$ cat config.mk
export PLATFORM = sky130hd
export DESIGN_NAME = uart_alu_sequencer
export DESIGN_NICKNAME = d
export VERILOG_FILES = /design/src/rtl/uart_pkg.sv /design/src/rtl/gap_timer.sv /design/src/rtl/uart_alu_sequencer.sv
export SDC_FILE = /design/constraint.sdc
export NUM_CORES = 1
export LEC_CHECK = 0
export BUFFER_PORTS_ARGS = -buffer_cell sky130_fd_sc_hd__buf_4
export CAP_MARGIN = 0
export CORE_MARGIN = 5
export CORE_UTILIZATION = 54
export DETAILED_ROUTE_END_ITERATION = 10
export PLACE_DENSITY = 0.86
export SLEW_MARGIN = 20
export SYNTH_ARGS = -nofsm -noshare
export SYNTH_HDL_FRONTEND = slang
export SYNTH_SLANG_ARGS = --single-unit
$ cat constraint.sdc
create_clock -name clock -period 2.4 [get_ports clock]
set_clock_uncertainty 0.1 [all_clocks]
set_input_delay 0.12 -clock clock [delete_from_list [all_inputs] [get_ports clock]]
set_output_delay 0.12 -clock clock [all_outputs]
set_load 0.1 [all_outputs]
$ cat src/rtl/uart_pkg.sv
// Shared types and defaults for the UART <-> ALU command sequencer.
package uart_pkg;

  // Sequencer states: opcode fetch, four operand bytes, execute, two TX bytes.
  typedef enum logic [3:0] {
    IDLE    = 4'd0,
    GET_A0  = 4'd1,
    GET_A1  = 4'd2,
    GET_B0  = 4'd3,
    GET_B1  = 4'd4,
    EXEC    = 4'd5,
    TX_LO   = 4'd6,
    WAIT_LO = 4'd7,
    TX_HI   = 4'd8,
    WAIT_HI = 4'd9
  } seq_state_t;

  localparam int FRAME_LEN   = 5;
  localparam int DEF_NUM_OPS = 5;
  localparam int DEF_OP_W    = 3;

endpackage

$ cat src/rtl/gap_timer.sv
// Inter-byte gap counter: clears on demand, counts while enabled, saturates
// at its last value so a long stall can never wrap back into range.
module gap_timer #(
  parameter int TIMEOUT_CYCLES = 100000
) (
  input  logic clock,
  input  logic reset,
  input  logic clear,
  input  logic enable,
  output logic expired
);

  localparam int CNT_W = (TIMEOUT_CYCLES > 2) ? $clog2(TIMEOUT_CYCLES) : 1;
  localparam logic [CNT_W-1:0] LAST = CNT_W'(TIMEOUT_CYCLES - 1);

  logic [CNT_W-1:0] count_r;

  // Gap counter: clear has priority, then saturating count while enabled.
  always_ff @(posedge clock) begin
    if (reset) begin
      count_r <= {CNT_W{1'b0}};
    end else if (clear) begin
      count_r <= {CNT_W{1'b0}};
    end else if (enable && (count_r != LAST)) begin
      count_r <= count_r + {{(CNT_W-1){1'b0}}, 1'b1};
    end else begin
      count_r <= count_r;
    end
  end

  assign expired = (count_r == LAST);

endmodule

$ cat src/rtl/uart_alu_sequencer.sv
// Command sequencer: gathers a 5-byte frame (opcode, A lo/hi, B lo/hi) from
// the UART receiver, presents operands to the external ALU, captures the
// result and returns it over the UART transmitter, low byte first.
module uart_alu_sequencer
  import uart_pkg::*;
#(
  parameter int NUM_OPS        = DEF_NUM_OPS,
  parameter int OP_W           = DEF_OP_W,
  parameter int TIMEOUT_CYCLES = 100000
) (
  input  logic            clock,
  input  logic            reset,
  input  logic [7:0]      rx_data,
  input  logic            rx_ready,
  input  logic [15:0]     alu_result,
  input  logic            tx_busy,
  output logic [15:0]     alu_a,
  output logic [15:0]     alu_b,
  output logic [OP_W-1:0] alu_op,
  output logic [7:0]      tx_data,
  output logic            tx_start,
  output logic            busy,
  output logic            cmd_done,
  output logic            cmd_error
);

  // One extra bit so NUM_OPS == 2**OP_W still compares correctly.
  localparam logic [OP_W:0] OP_LIMIT = (OP_W+1)'(NUM_OPS);

  seq_state_t      state_r, state_s;
  logic [15:0]     alu_a_r, alu_b_r, res_r;
  logic [OP_W-1:0] alu_op_r;
  logic [7:0]      tx_data_r;
  logic            seen_busy_r, seen_busy_s;
  logic            op_err_r, op_err_s;
  logic            cmd_done_r, cmd_done_s;
  logic            timeout_s;
  logic            accept_s;
  logic            tx_start_s;
  logic            in_get_s;
  logic            op_ok_s;
  logic            expired_s;
  logic [OP_W:0]   op_ext_s;

  assign op_ext_s = {1'b0, rx_data[OP_W-1:0]};
  assign op_ok_s  = (op_ext_s < OP_LIMIT);
  assign in_get_s = (state_r == GET_A0) || (state_r == GET_A1) ||
                    (state_r == GET_B0) || (state_r == GET_B1);

  // The gap timer only runs while a frame is partially collected and restarts
  // on every accepted byte, so an idle link never raises a timeout.
  gap_timer #(
    .TIMEOUT_CYCLES (TIMEOUT_CYCLES)
  ) u_gap_timer (
    .clock   (clock),
    .reset   (reset),
    .clear   (accept_s | ~in_get_s),
    .enable  (in_get_s),
    .expired (expired_s)
  );

  // Next-state and strobe decode; a byte arriving on the expiry cycle wins.
  always_comb begin
    state_s     = state_r;
    seen_busy_s = seen_busy_r;
    op_err_s    = 1'b0;
    cmd_done_s  = 1'b0;
    timeout_s   = 1'b0;
    accept_s    = 1'b0;
    tx_start_s  = 1'b0;
    case (state_r)
      IDLE: begin
        if (rx_ready) begin
          if (op_ok_s) begin
            accept_s = 1'b1;
            state_s  = GET_A0;
          end else begin
            op_err_s = 1'b1;
          end
        end else begin
          state_s = IDLE;
        end
      end
      GET_A0, GET_A1, GET_B0, GET_B1: begin
        if (rx_ready) begin
          accept_s = 1'b1;
          case (state_r)
            GET_A0:  state_s = GET_A1;
            GET_A1:  state_s = GET_B0;
            GET_B0:  state_s = GET_B1;
            default: state_s = EXEC;
          endcase
        end else if (expired_s) begin
          timeout_s = 1'b1;
          state_s   = IDLE;
        end else begin
          state_s = state_r;
        end
      end
      EXEC: begin
        seen_busy_s = 1'b0;
        state_s     = TX_LO;
      end
      TX_LO, TX_HI: begin
        seen_busy_s = 1'b0;
        if (!tx_busy) begin
          tx_start_s = 1'b1;
          state_s    = (state_r == TX_LO) ? WAIT_LO : WAIT_HI;
        end else begin
          state_s = state_r;
        end
      end
      WAIT_LO, WAIT_HI: begin
        seen_busy_s = seen_busy_r | tx_busy;
        if (seen_busy_r && !tx_busy) begin
          seen_busy_s = 1'b0;
          if (state_r == WAIT_LO) begin
            state_s = TX_HI;
          end else begin
            cmd_done_s = 1'b1;
            state_s    = IDLE;
          end
        end else begin
          state_s = state_r;
        end
      end
      default: begin
        seen_busy_s = 1'b0;
        state_s     = IDLE;
      end
    endcase
  end

  // State, operand, result and TX byte registers.
  always_ff @(posedge clock) begin
    if (reset) begin
      state_r     <= IDLE;
      alu_a_r     <= 16'h0000;
      alu_b_r     <= 16'h0000;
      alu_op_r    <= {OP_W{1'b0}};
      res_r       <= 16'h0000;
      tx_data_r   <= 8'h00;
      seen_busy_r <= 1'b0;
      op_err_r    <= 1'b0;
      cmd_done_r  <= 1'b0;
    end else begin
      state_r     <= state_s;
      seen_busy_r <= seen_busy_s;
      op_err_r    <= op_err_s;
      cmd_done_r  <= cmd_done_s;
      case (state_r)
        IDLE:   if (accept_s) alu_op_r <= rx_data[OP_W-1:0];
        GET_A0: if (accept_s) alu_a_r[7:0]  <= rx_data;
        GET_A1: if (accept_s) alu_a_r[15:8] <= rx_data;
        GET_B0: if (accept_s) alu_b_r[7:0]  <= rx_data;
        GET_B1: if (accept_s) alu_b_r[15:8] <= rx_data;
        EXEC: begin
          // Low byte is staged together with the result so it is already
          // stable on the cycle tx_start is raised.
          res_r     <= alu_result;
          tx_data_r <= alu_result[7:0];
        end
        WAIT_LO: if (state_s == TX_HI) tx_data_r <= res_r[15:8];
        default: ;
      endcase
    end
  end

  assign alu_a     = alu_a_r;
  assign alu_b     = alu_b_r;
  assign alu_op    = alu_op_r;
  assign tx_data   = tx_data_r;
  assign tx_start  = tx_start_s;
  assign busy      = (state_r != IDLE);
  assign cmd_done  = cmd_done_r;
  assign cmd_error = op_err_r | timeout_s;

endmodule
==> flow_summary.toml <==
[die]
core_um2 = 5990
fp.dieW_um = 89.0
die_area_um2 = 7920
placementRows = 28
die_height_um = 89.0
floorplan.initialDensity_pct = 56.3
ios = 75

[final_layout]
final_area_um2 = 4380
final_common_cell = "buf_4"
final_nets = 490
final_cell_mix = "86 x buf_4, 74 x dfxtp_1, 54 x nor2_1"
syn2layout_area_growth_pct = 30.0
layout-drive-gt1-share_pct = 23.6
n_antenna_cell = 0

[job]
cap_violations = 0

[global_routing]
grt_pass1_vias = 2978
grt-ovfl-total = 0
grt_max_degree = 60
grt_pass1_wl_um = 14200
grt_usage_pct = 22.9
antenna_found_initial = 0

[clock_network]
cts_tree = "yes"
clk_transition_reported_paths_ns = 0.09
clkSinkCount = 75
cts_inserted_buffers = 9
cts_buffer_depth = 2
clkLatencyLatePin_ns = 0.35
cts-root-buf = "clkbuf_8"
h-tree-depth = 3

[logic_synthesis]
synth.largest_area_cell = "dfxtp_1"
synthTopCellsByArea = "dfxtp_1 45%, mux2i_1 16%, nor2_1 6.0%"
synth-edff-count = 0
syn-num-nets = 404
synth.distinct_cells = 48
netlist_area_um2 = 3370
ys_ff_latch = 75
async_flop_share_pct = 0
ys.flop_type = "dfxtp_1"
synth.avg_cell_area_um2 = 8.99
synth_top_area_share_pct = 44.5
ys_seq_area_share_pct = 44.5
syn_inst = 375
ys.warnings.count = 0

[routing]
drt-total-wl_um = 8620
first_pass_iters = 4
ant_nets = 0
vias = 3025
route.detailed.drc = 0
drt_first_iter_violations = 292
drt-vias-per-instance = 5.59
wl_per_cell_um = 15.9

[setup_path]
cp_max_fo = 19
path_depth = 4
crit_path_top_delay_cell = "or3b_2"
cpPeakStageDelay_ns = 0.56
start_kind = "flip-flop"
crit_path_frequent_cell = "buf_4"
cp.arrival_ns = 2.02
reg2reg_depth = 5
crit_chain = "buf_4 -> or3b_2 -> a211oi_4 -> buf_4"
crit_buf_inv = 2
worst-setup-path-type = "reg -> out"
critPathCaptureType = "output pin"
critPathRequiredTime_ns = 2.18
path_delay_family = "simple AND/OR/NAND/NOR gates"

[sta]
period_needed_ns = 2.24
worst_pin_slew_ns = 0.614
drv_slew = 0
slew-limit-headroom_pct = 59.0
fin_tns_setup_ns = 0
period_share_pct = 93.2
hold_violations = 0
whs_ns = 0.0186
setup_viol = 0
clock.fmax_ghz = 0.447
rsz0062_at_grt = "false"

[pwr]
ir_drop_uv = 482
p_leak_nw = 1.87
p_per_area_nw_per_um2 = 613
power_w = 0.00269

[place]
finalWeightedCongestion = 0.967
post-dp-hpwl_um = 5760
place_area_um2 = 3990
io_buffer_count = 74

[run_status]
status = "complete, no violations"

[hold_path]
hp-class = "in -> reg"
whs_path_depth = 3
==> final timing paths <==
check	start	endpoint	slack [ns]
worst max register to register	state_r[0]	alu_b[9]	0.25
worst min-delay path	alu_result[3]	tx_data[3]	0.02
worst max-delay path	state_r[1]	tx_start	0.16
worst min register to register	res_r[9]	res_r[9]	0.36
==> worst min-delay path, cell delays in order <==
cell      delay, ns
buf_4          0.11
mux2i_1        0.12
a211oi_1       0.08
==> stage by stage <==
stage | cells | setup WS, ns | utilization (%)
floorplan | 375 | 0.116 | -
global placement | 509 | 0.340 | 66.5
detailed placement | 509 | 0.273 | 66.5
CTS | 541 | 0.0179 | 73.1
global route | 541 | 0.0322 | 73.2
finish | 541 | 0.163 | 73.2
==> synthesized netlist by cell type (all sizes together) (2+ instances only) <==
cell,n
mux2i,53
nand4,4
or3b,3
a31oi,2
nand3b,2
a21o,2
a2111oi,2
or3,3
or4,5
buf,15
nand2b,13
and4,4
nand2,37
nor2,54
dfxtp,75
a211oi,11
a21oi,18
and2,2
o21ai,6
inv,5
o21a,2
clkbuf,12
nand3,9
nor4,9
nor3b,3
nor3,5
o31ai,5
==> cell families (layout without fill, tap and decap cells) <==
family | count (synthesis) | in the layout | share of synthesized area, %
compound gates | 51 | 51 | 9.98
xor+xnor | 2 | 2 | 0.520
fa+ha+maj | 1 | 1 | 0.371
simple gates | 161 | 161 | 24.2
flops | 75 | 75 | 44.5
mux | 53 | 53 | 15.7
buf+inv | 32 | 123 | 4.68
==> where the power goes <==
part           switching, W  internal, W
clock              0.000504     0.000627
sequential        0.0000123      0.00126
combinational      0.000189    0.0000996
total              0.000705      0.00198
==> sequential cells by signal (all words and copies together) (netlist names) <==
| signal | flops |
|---|---|
| seen_busy_r | 1 |
| alu_b | 16 |
| res_r | 8 |
| tx_data | 8 |
| state_r | 4 |
| cmd_done | 1 |
| alu_a | 16 |
| alu_op | 3 |
| u_gap_timer.count_r | 17 |
| op_err_r | 1 |
==> routing by layer <==
| metal | share of wire [%] | GRT usage [%] | wire length (um) |
|---|---|---|---|
| met5 | 0 | 0 | 0 |
| met1 | 40 | 27.8 | 3470 |
| met4 | 2.1 | 10.0 | 180 |
| met3 | 8.3 | 6.36 | 716 |
| met2 | 49 | 38.0 | 4250 |
==> layout make-up <==
class,instances,area (um2)
multi-input combinational,268,1730
fill,387,1610
sequential,75,1500
timing repair buffer,102,806
clock buffer,10,138
clock inverter,6,96.3
tap,75,93.8
inverter,5,18.8
==> what timing repair did <==
action | in CTS | in global routing
hold buffers | 16 | 0
setup endpoints to repair | 0 | 2
resized for setup | 0 | 3
buffers inserted | 0 | 0
hold endpoints to repair | 42 | 0
Note: power is estimated with default switching activity, not from simulation.
